File: config.mk
export PLATFORM = sky130hd
export DESIGN_NAME = axi4_read_test_impl
export DESIGN_NICKNAME = d
export VERILOG_FILES = /design/src/rtl/axi4_read_test_impl.sv
export SDC_FILE = /design/constraint.sdc
export NUM_CORES = 1
export LEC_CHECK = 0
export CORE_ASPECT_RATIO = 0.5
export CORE_UTILIZATION = 42
export DETAILED_ROUTE_END_ITERATION = 6
export PLACE_DENSITY = 0.83
export SLEW_MARGIN = 20
export SYNTH_ARGS = -nofsm -noshare
export SYNTH_HDL_FRONTEND = slang
export SYNTH_SLANG_ARGS = --single-unit
File: constraint.sdc
create_clock -name M_AXI_ACLK -period 3.58 [get_ports M_AXI_ACLK]
set_input_delay 0.716 -clock M_AXI_ACLK [delete_from_list [all_inputs] [get_ports M_AXI_ACLK]]
set_output_delay 0.716 -clock M_AXI_ACLK [all_outputs]
set_load 0.01 [all_outputs]
File: src/rtl/axi4_read_test_impl.sv
`default_nettype none
// ============================================================================
//  Module      : axi4_read_test_impl
//  Description : AXI4 read-side traffic checker. On a rising edge of start it
//                issues C_BURST_COUNT INCR bursts of 16 beats from
//                C_BASE_ADDR and compares every returned beat against a
//                counting pattern, flagging a sticky error on any mismatch.
//  Revision    : 1.0 - initial release
// ============================================================================
module axi4_read_test_impl #(
    parameter int                            C_M_AXI_ID_WIDTH   = 1,
    parameter int                            C_M_AXI_ADDR_WIDTH = 32,
    parameter int                            C_M_AXI_DATA_WIDTH = 32,
    parameter logic [C_M_AXI_ADDR_WIDTH-1:0] C_BASE_ADDR        = 32'h1000_0000,
    parameter int                            C_BURST_COUNT      = 16
) (
    input  logic                            M_AXI_ACLK,
    input  logic                            M_AXI_ARESETN,
    input  logic                            start,
    output logic                            done,
    output logic                            error,
    // Write address channel (unused, tied off)
    output logic [C_M_AXI_ID_WIDTH-1:0]     M_AXI_AWID,
    output logic [C_M_AXI_ADDR_WIDTH-1:0]   M_AXI_AWADDR,
    output logic [7:0]                      M_AXI_AWLEN,
    output logic [2:0]                      M_AXI_AWSIZE,
    output logic [1:0]                      M_AXI_AWBURST,
    output logic                            M_AXI_AWLOCK,
    output logic [3:0]                      M_AXI_AWCACHE,
    output logic [2:0]                      M_AXI_AWPROT,
    output logic [3:0]                      M_AXI_AWQOS,
    output logic                            M_AXI_AWVALID,
    input  logic                            M_AXI_AWREADY,
    // Write data channel (unused, tied off)
    output logic [C_M_AXI_DATA_WIDTH-1:0]   M_AXI_WDATA,
    output logic [C_M_AXI_DATA_WIDTH/8-1:0] M_AXI_WSTRB,
    output logic                            M_AXI_WLAST,
    output logic                            M_AXI_WVALID,
    input  logic                            M_AXI_WREADY,
    // Write response channel (always accepted, ignored)
    input  logic [C_M_AXI_ID_WIDTH-1:0]     M_AXI_BID,
    input  logic [1:0]                      M_AXI_BRESP,
    input  logic                            M_AXI_BVALID,
    output logic                            M_AXI_BREADY,
    // Read address channel
    output logic [C_M_AXI_ID_WIDTH-1:0]     M_AXI_ARID,
    output logic [C_M_AXI_ADDR_WIDTH-1:0]   M_AXI_ARADDR,
    output logic [7:0]                      M_AXI_ARLEN,
    output logic [2:0]                      M_AXI_ARSIZE,
    output logic [1:0]                      M_AXI_ARBURST,
    output logic                            M_AXI_ARLOCK,
    output logic [3:0]                      M_AXI_ARCACHE,
    output logic [2:0]                      M_AXI_ARPROT,
    output logic [3:0]                      M_AXI_ARQOS,
    output logic                            M_AXI_ARVALID,
    input  logic                            M_AXI_ARREADY,
    // Read data channel
    input  logic [C_M_AXI_ID_WIDTH-1:0]     M_AXI_RID,
    input  logic [C_M_AXI_DATA_WIDTH-1:0]   M_AXI_RDATA,
    input  logic [1:0]                      M_AXI_RRESP,
    input  logic                            M_AXI_RLAST,
    input  logic                            M_AXI_RVALID,
    output logic                            M_AXI_RREADY
);

    localparam logic [C_M_AXI_ADDR_WIDTH-1:0] c_BURST_BYTES =
        C_M_AXI_ADDR_WIDTH'(16 * C_M_AXI_DATA_WIDTH / 8);
    localparam logic [2:0] c_ARSIZE      = (C_M_AXI_DATA_WIDTH == 64) ? 3'd3 : 3'd2;
    localparam logic [8:0] c_BURST_TOTAL = 9'(C_BURST_COUNT);
    localparam int         c_PAT_REPS    = C_M_AXI_DATA_WIDTH / 32;

    typedef enum logic [1:0] {
        S_IDLE = 2'd0,
        S_ADDR = 2'd1,
        S_DATA = 2'd2,
        S_DONE = 2'd3
    } state_t;

    state_t                          r_state;
    state_t                          w_state_nxt;
    logic                            r_start_d;
    logic                            r_error;
    logic [C_M_AXI_ADDR_WIDTH-1:0]   r_araddr;
    logic [8:0]                      r_burst_cnt;   // bursts completed this run
    logic [15:0]                     r_beat_cnt;    // global beat index k

    logic                            w_start_rise;
    logic                            w_beat;
    logic                            w_last_beat;
    logic                            w_more_bursts;
    logic                            w_beat_is_15;
    logic [C_M_AXI_DATA_WIDTH-1:0]   w_exp_data;
    logic                            w_beat_err;
    logic                            w_unused;

    // Write-channel tie-offs; responses are always accepted and ignored.
    assign M_AXI_AWID    = '0;
    assign M_AXI_AWADDR  = '0;
    assign M_AXI_AWLEN   = '0;
    assign M_AXI_AWSIZE  = '0;
    assign M_AXI_AWBURST = '0;
    assign M_AXI_AWLOCK  = 1'b0;
    assign M_AXI_AWCACHE = '0;
    assign M_AXI_AWPROT  = '0;
    assign M_AXI_AWQOS   = '0;
    assign M_AXI_AWVALID = 1'b0;
    assign M_AXI_WDATA   = '0;
    assign M_AXI_WSTRB   = '0;
    assign M_AXI_WLAST   = 1'b0;
    assign M_AXI_WVALID  = 1'b0;
    assign M_AXI_BREADY  = 1'b1;
    assign w_unused      = &{1'b0, M_AXI_AWREADY, M_AXI_WREADY, M_AXI_BID,
                             M_AXI_BRESP, M_AXI_BVALID};

    // Fixed read-burst attributes: 16-beat INCR, full-width beats.
    assign M_AXI_ARID    = '0;
    assign M_AXI_ARLEN   = 8'd15;
    assign M_AXI_ARSIZE  = c_ARSIZE;
    assign M_AXI_ARBURST = 2'b01;
    assign M_AXI_ARLOCK  = 1'b0;
    assign M_AXI_ARCACHE = 4'b0011;
    assign M_AXI_ARPROT  = 3'b000;
    assign M_AXI_ARQOS   = 4'b0000;
    assign M_AXI_ARADDR  = r_araddr;
    assign error         = r_error;

    assign w_start_rise  = start & ~r_start_d;
    assign w_beat        = (r_state == S_DATA) & M_AXI_RVALID;
    assign w_beat_is_15  = (r_beat_cnt[3:0] == 4'hF);
    assign w_last_beat   = w_beat & w_beat_is_15;
    assign w_more_bursts = (r_burst_cnt + 9'd1) < c_BURST_TOTAL;

    // Pattern {~k, k} for the current global beat, replicated across the bus.
    assign w_exp_data    = {c_PAT_REPS{~r_beat_cnt, r_beat_cnt}};

    // A beat is bad on data, response, ID, or RLAST in the wrong position.
    assign w_beat_err    = (M_AXI_RDATA != w_exp_data) |
                           (M_AXI_RRESP != 2'b00)      |
                           (M_AXI_RID   != '0)         |
                           (M_AXI_RLAST != w_beat_is_15);

    // State register.
    always_ff @(posedge M_AXI_ACLK or negedge M_AXI_ARESETN) begin
        if (!M_AXI_ARESETN) begin
            r_state <= S_IDLE;
        end else begin
            r_state <= w_state_nxt;
        end
    end

    // Next-state and handshake outputs.
    always_comb begin
        w_state_nxt   = r_state;
        M_AXI_ARVALID = 1'b0;
        M_AXI_RREADY  = 1'b0;
        done          = 1'b0;
        case (r_state)
            S_IDLE: begin
                if (w_start_rise) begin
                    w_state_nxt = S_ADDR;
                end
            end
            S_ADDR: begin
                M_AXI_ARVALID = 1'b1;
                if (M_AXI_ARREADY) begin
                    w_state_nxt = S_DATA;
                end
            end
            S_DATA: begin
                M_AXI_RREADY = 1'b1;
                // The 16th accepted beat ends the burst whatever RLAST says.
                if (w_last_beat) begin
                    w_state_nxt = w_more_bursts ? S_ADDR : S_DONE;
                end
            end
            S_DONE: begin
                done = 1'b1;
                if (!start) begin
                    w_state_nxt = S_IDLE;
                end
            end
            default: begin
                w_state_nxt = S_IDLE;
            end
        endcase
    end

    // Start-edge detector; sampled every cycle so edges outside IDLE are lost.
    always_ff @(posedge M_AXI_ACLK or negedge M_AXI_ARESETN) begin
        if (!M_AXI_ARESETN) begin
            r_start_d <= 1'b0;
        end else begin
            r_start_d <= start;
        end
    end

    // Run bookkeeping: address, counters and sticky error flag.
    always_ff @(posedge M_AXI_ACLK or negedge M_AXI_ARESETN) begin
        if (!M_AXI_ARESETN) begin
            r_error     <= 1'b0;
            r_araddr    <= C_BASE_ADDR;
            r_burst_cnt <= '0;
            r_beat_cnt  <= '0;
        end else begin
            if ((r_state == S_IDLE) && w_start_rise) begin
                r_error     <= 1'b0;
                r_araddr    <= C_BASE_ADDR;
                r_burst_cnt <= '0;
                r_beat_cnt  <= '0;
            end else if (w_beat) begin
                r_beat_cnt <= r_beat_cnt + 16'd1;
                if (w_beat_err) begin
                    r_error <= 1'b1;
                end
                if (w_beat_is_15) begin
                    r_burst_cnt <= r_burst_cnt + 9'd1;
                    if (w_more_bursts) begin
                        r_araddr <= r_araddr + c_BURST_BYTES;
                    end
                end
            end
        end
    end

endmodule
`default_nettype wire

==> impl_metrics.ini, run 1 <==
[status]
status = complete, no violations

[place]
place_area_um2 = 4600
place.gp.congestion = 0.796
dp.final_hpwl_mm = 6.64
dp_slack_ns = 0.532
io_buffers = 70

[global_routing]
grt_pass1_vias = 3033
grt_overflow = 0
antenna_found_initial = 0
grt.total_usage_pct = 17.0
grt_max_degree = 47
grt_pass1_wl_mm = 14.3

[power]
p_clk_share_pct = 35.7
leakagePower_nw = 2.04
power_switching_w = 0.000510
p_comb_share_pct = 21.8
pwr-share-seq_pct = 42.5
ir_drop_uv = 251
powerDensity_nw_per_um2 = 364
p_sw_share_pct = 29.3
p_int_w = 0.00123

[worst_hold_path]
hold_path.class = in2async

[floorplanning]
die_w_um = 144
rows = 25
coreArea_um2 = 9630
start_util_pct = 44.3
die_y_um = 73.3
io_pins = 207
die_area_um2 = 10600

[clock_network]
cts_buffers = 5
cts_setup_buffers = 0
clock-root-buffer = clkbuf_16
cts_buffer_depth = 2
clk_latency_ns = 0.29
postCtsHoldBufs = 0
cts_max_level = 2
cts_tree = done
clk_pin_slew_ns = 0.07
cts.sinks = 55
post_cts_resized = 0

[logic_synthesis]
synth_seq_area_share_pct = 32.3
syn_area_um2 = 4260
yosys_register_bits = 55
synthCells = 510
async_reset_ff_share_pct = 100
syn_area_per_cell_um2 = 8.36
yosys.cell_types.count = 46
ys_warn_count = 0
synth_edf_count = 0
synth_ff_type = dfrtp_1

[detailed_routing]
drc = 0
first_pass_iters = 4
drtIter0Drc = 194
ant_nets = 0
routed_wl_mm = 9.05
num_vias = 3461
avgRoutedWirePerCell_um = 12.8
vias_per_cell = 4.90

[setup_path]
rrSetupSlack_ns = 0.75
crit_end = M_AXI_ARADDR[23]
endpoint_kind = flip-flop
crit_start = r_burst_cnt[0]
critPathMaxFanout = 19
required_ns = 3.79
crit_path_start_kind = flip-flop
worstSetupPathType = reg2reg
worstPathArrival_ns = 3.04
r2r_start = r_burst_cnt[0]
rr_worst_depth = 6
timing.rr.end = M_AXI_ARADDR[23]

[timing]
drv_slew = 0
worst_slack_ns = 0.754
fin_worst_skew_ns = 0.00484
final.period_utilization_pct = 78.9
fmax_mhz = 354
tightest_slew_ns = 0.860
fin_setup_tns_ns = 0
max-slew-margin-rel_pct = 42.2
hold_violations = 0
setup_viol = 0
fin_crit_ns = 2.83
rsz0062_at_grt = no

[run]
drv_cap = 0

[final_layout]
drive_above_1_share_pct = 4.03
layout_commonest_cell = conb_1
finish.net_count = 620
design_area_um2 = 4790
final_cell_mix = 130 x conb_1, 69 x clkdlybuf4s50_1, 54 x dfrtp_1, 39 x nand2_1, 32 x a21oi_1
fillers = 871
syn_to_final_growth_pct = 12.3
final-seq-area_um2 = 1380
diodes = 0
multiInputGateArea_um2 = 2290
utilization_pct = 49.7
flip-flops by register name, summed over array words and instances (netlist names):
name and count:
r_start_d 1, r_burst_cnt 9, r_state 2, error 1, r_beat_cnt 16, M_AXI_ARADDR 26
synthesized netlist by cell type, types with 12 or more instances:
| cell | count | share of area (%) |
|---|---|---|
| or4_1 | 20 | 3.5 |
| a21oi_1 | 32 | 3.8 |
| nand4_1 | 16 | 2.3 |
| nand2b_1 | 12 | 1.8 |
| clkbuf_1 | 15 | 1.3 |
| buf_4 | 130 | 23 |
| xnor2_1 | 14 | 2.9 |
| o21ai_0 | 22 | 2.6 |
| nand2_1 | 39 | 3.4 |
| nor2_1 | 25 | 2.2 |
| nand3_1 | 18 | 2.1 |
| dfrtp_1 | 54 | 32 |
| o31ai_1 | 19 | 3.3 |
worst min-delay path by stage:
stage | from | endpoint | slack [ns]
2_1_floorplan | M_AXI_ARESETN | M_AXI_ARADDR[10] | 0.42
3_3_place_gp | r_burst_cnt[5] | r_burst_cnt[5] | 0.51
3_5_place_dp | r_burst_cnt[5] | r_burst_cnt[5] | 0.53
4_1_cts | M_AXI_ARESETN | r_beat_cnt[9] | 0.35
5_1_grt | M_AXI_ARESETN | r_beat_cnt[2] | 0.36
6_report | M_AXI_ARESETN | r_beat_cnt[9] | 0.34
metal layers:
metal,GRT usage [%],wire [µm],vias up
met5,0,0,-
li1,-,-,1667
met4,5.15,66,0
met3,2.02,539,5
met2,30.7,4610,141
met1,21.6,3840,1648
final cells by class:
type / instances / share of cell area [%]
well taps: 135 / 3.53
clock buffers: 5 / 2.61
repair buffers: 75 / 15.3
multi-input cells: 426 / 47.8
clock inverters: 3 / 1.41
flip-flops and latches: 55 / 28.8
inverters: 7 / 0.549
power by group through the flow:
stage | clock network (W) | registers (W) | logic, W
CTS | 0.000635 | 0.000740 | 0.000379
floorplan | 0 | 0.000710 | 0.000354
detailed placement | 0 | 0.000752 | 0.000378
finish | 0.000622 | 0.000741 | 0.000380
global placement | 0 | 0.000745 | 0.000364
global route | 0.000658 | 0.000751 | 0.000424
worst max-delay path: stages, from the launching register on:
cell,delay (ns)
dfrtp_1,0.44
ha_1,0.27
and3_1,0.27
o32a_1,0.43
a2111o_1,0.63
or4_1,0.54
a21oi_1,0.17
cells by family after synthesis:
family | count (synthesis) | synth area share [%]
other | 2 | 0.176
flip-flops | 55 | 32.3
XOR/XNOR | 25 | 5.13
AND/OR/NAND/NOR | 168 | 21.3
multiplexers | 5 | 1.17
buffers and inverters | 157 | 25.5
AO/OA/AOI/OAI | 95 | 13.5
adder cells (fa/ha/maj) | 3 | 0.880
per-stage QoR:
stage	hold slack (ns)	cells	power, W
after floorplan	0.420	638	0.00106
after global placement	0.513	698	0.00111
after detailed placement	0.531	698	0.00113
after CTS	0.346	706	0.00175
after global routing	0.360	706	0.00183
final	0.338	706	0.00174
Note: power is estimated with default switching activity, not from simulation.
==> run 2, diff against run 1 <==
Settings changed: CORE_UTILIZATION 42 to 38, PLACE_DENSITY 0.83 to 0.79.
Clock period 3.58 ns to 2.55 ns, I/O delays scaled along.
==> impl_metrics.ini, run 2 (synthesis gave the netlist of run 1 again) <==
[timing]
fin_worst_skew_ns = 0.00485
final.period_utilization_pct = 98.5
setup_viol = 0
fmax_mhz = 398
drv_slew = 0
rsz0062_at_grt = yes
fin_crit_ns = 2.51
hold_violations = 0

[clock_network]
clock-root-buffer = clkbuf_16
clk_latency_ns = 0.29
cts.sinks = 55
cts_tree = done
clk_pin_slew_ns = 0.07
cts_buffers = 5
cts_max_level = 2
cts_buffer_depth = 2

[place]
dp.final_hpwl_mm = 6.67
place.gp.congestion = 0.848
io_buffers = 70
place_area_um2 = 4720
placed_cells = 717

[global_routing]
grt_pass1_vias = 3206
grt_max_degree = 47
antenna_found_initial = 0
grt_pass1_wl_mm = 14.6
grt_overflow = 0
use_met2_pct = 27.0
top_usage_layer = met2
gr-usage-met1_pct = 17.9
grt.total_usage_pct = 15.0
met3_usage_pct = 3.00

[floorplanning]
rows = 26
die_area_um2 = 11700
die_w_um = 152
io_pins = 207
start_util_pct = 40.5
die_y_um = 76.9
coreArea_um2 = 10500

[status]
status = complete, no violations

[setup_path]
endpoint_kind = flip-flop
rr_worst_depth = 7
rrSetupSlack_ns = 0.04
timing.rr.end = M_AXI_ARADDR[14]
required_ns = 2.77
critPathMaxFanout = 8
r2r_start = r_burst_cnt[1]
worstSetupPathType = reg2reg
crit_path_start_kind = flip-flop
worstPathArrival_ns = 2.73
crit_start = r_burst_cnt[1]

[run]
drv_cap = 0

[power]
ir_drop_uv = 255
leakagePower_nw = 2.16
powerDensity_nw_per_um2 = 452

[worst_hold_path]
hold_path.class = in2async

[detailed_routing]
drc = 0
avgRoutedWirePerCell_um = 12.5
vias_per_cell = 4.81
drtIter0Drc = 153
num_vias = 3532
first_pass_iters = 4
ant_nets = 0
routed_wl_mm = 9.16

[final_layout]
fillers = 972
layout_commonest_cell = conb_1
syn_to_final_growth_pct = 17.8
largest_reg_flops = 26
final_cell_mix = 130 x conb_1, 69 x clkdlybuf4s50_1, 54 x dfrtp_1, 38 x nand2_1
design_area_um2 = 5020
multiInputGateArea_um2 = 2360
stdcell_count = 734
finish.net_count = 644
diodes = 0
final-seq-area_um2 = 1380
drive_above_1_share_pct = 10.3
==> run 2: layout make-up <==
type / count / share of cell area, %
clock buffer: 6 / 2.76
inverter: 7 / 0.523
multi-input combinational: 426 / 47.0
tap: 140 / 3.49
clock inverter: 1 / 0.0996
sequential: 55 / 27.4
timing repair buffer: 99 / 18.7
==> run 2: per-layer routing <==
metal / part of all wire (%) / wire [µm]
met5: 0 / 0
met4: 1.6 / 146
met3: 5.6 / 511
met2: 50 / 4580
met1: 43 / 3930
==> run 2: worst max path at each step <==
| stage | end | slack (ns) | cells past startpoint |
|---|---|---|---|
| after global routing | M_AXI_ARADDR[25] | -0.02 | 7 |
| after CTS | M_AXI_ARADDR[27] | 0.005 | 7 |
| final | M_AXI_ARADDR[14] | 0.04 | 7 |
| after detailed placement | M_AXI_ARADDR[27] | -0.13 | 7 |
| after floorplan | M_AXI_ARADDR[30] | 0.009 | 8 |
| after global placement | M_AXI_ARADDR[19] | -0.07 | 7 |
==> run 2: report_power, final <==
part           leakage (nW)  switching (W)  total [W]  internal (W)
Combinational          1.34       0.000334   0.000594      0.000259
Clock                0.0727       0.000294   0.000678      0.000384
Sequential            0.752      0.0000668    0.00100      0.000934
Total                  2.16       0.000695    0.00227       0.00158
==> run 2: stage by stage <==
| step | utilization [%] | TNS, ns | hold slack, ns | setup WS [ns] | power, W |
|---|---|---|---|---|---|
| 6_report | 47.7 | 0 | 0.110 | 0.0382 | 0.00227 |
| 2_1_floorplan | - | 0 | 0.214 | 0.00851 | 0.00149 |
| 5_1_grt | 47.7 | -0.0801 | 0.134 | -0.0173 | 0.00240 |
| 4_1_cts | 46.6 | 0 | 0.120 | 0.00492 | 0.00228 |
| 3_3_place_gp | 44.8 | -0.762 | 0.430 | -0.0661 | 0.00158 |
| 3_5_place_dp | 44.8 | -1.50 | 0.431 | -0.131 | 0.00160 |
==> run 2: repair_timing <==
item | CTS | global route
pin swaps | 1 | 20
buffers inserted | 5 | 5
setup endpoints to repair | 12 | 18
gates resized for setup | 2 | 19
hold endpoints to repair | 0 | 0
hold buffers | 0 | 0
==> run 2: critical path: stages (launching register included) <==
cell      delay, ns
dfrtp_1        0.44
buf_6          0.14
and3_4         0.17
or4_4          0.50
a2111o_1       0.48
buf_6          0.16
or4_1          0.40
a21oi_1        0.15
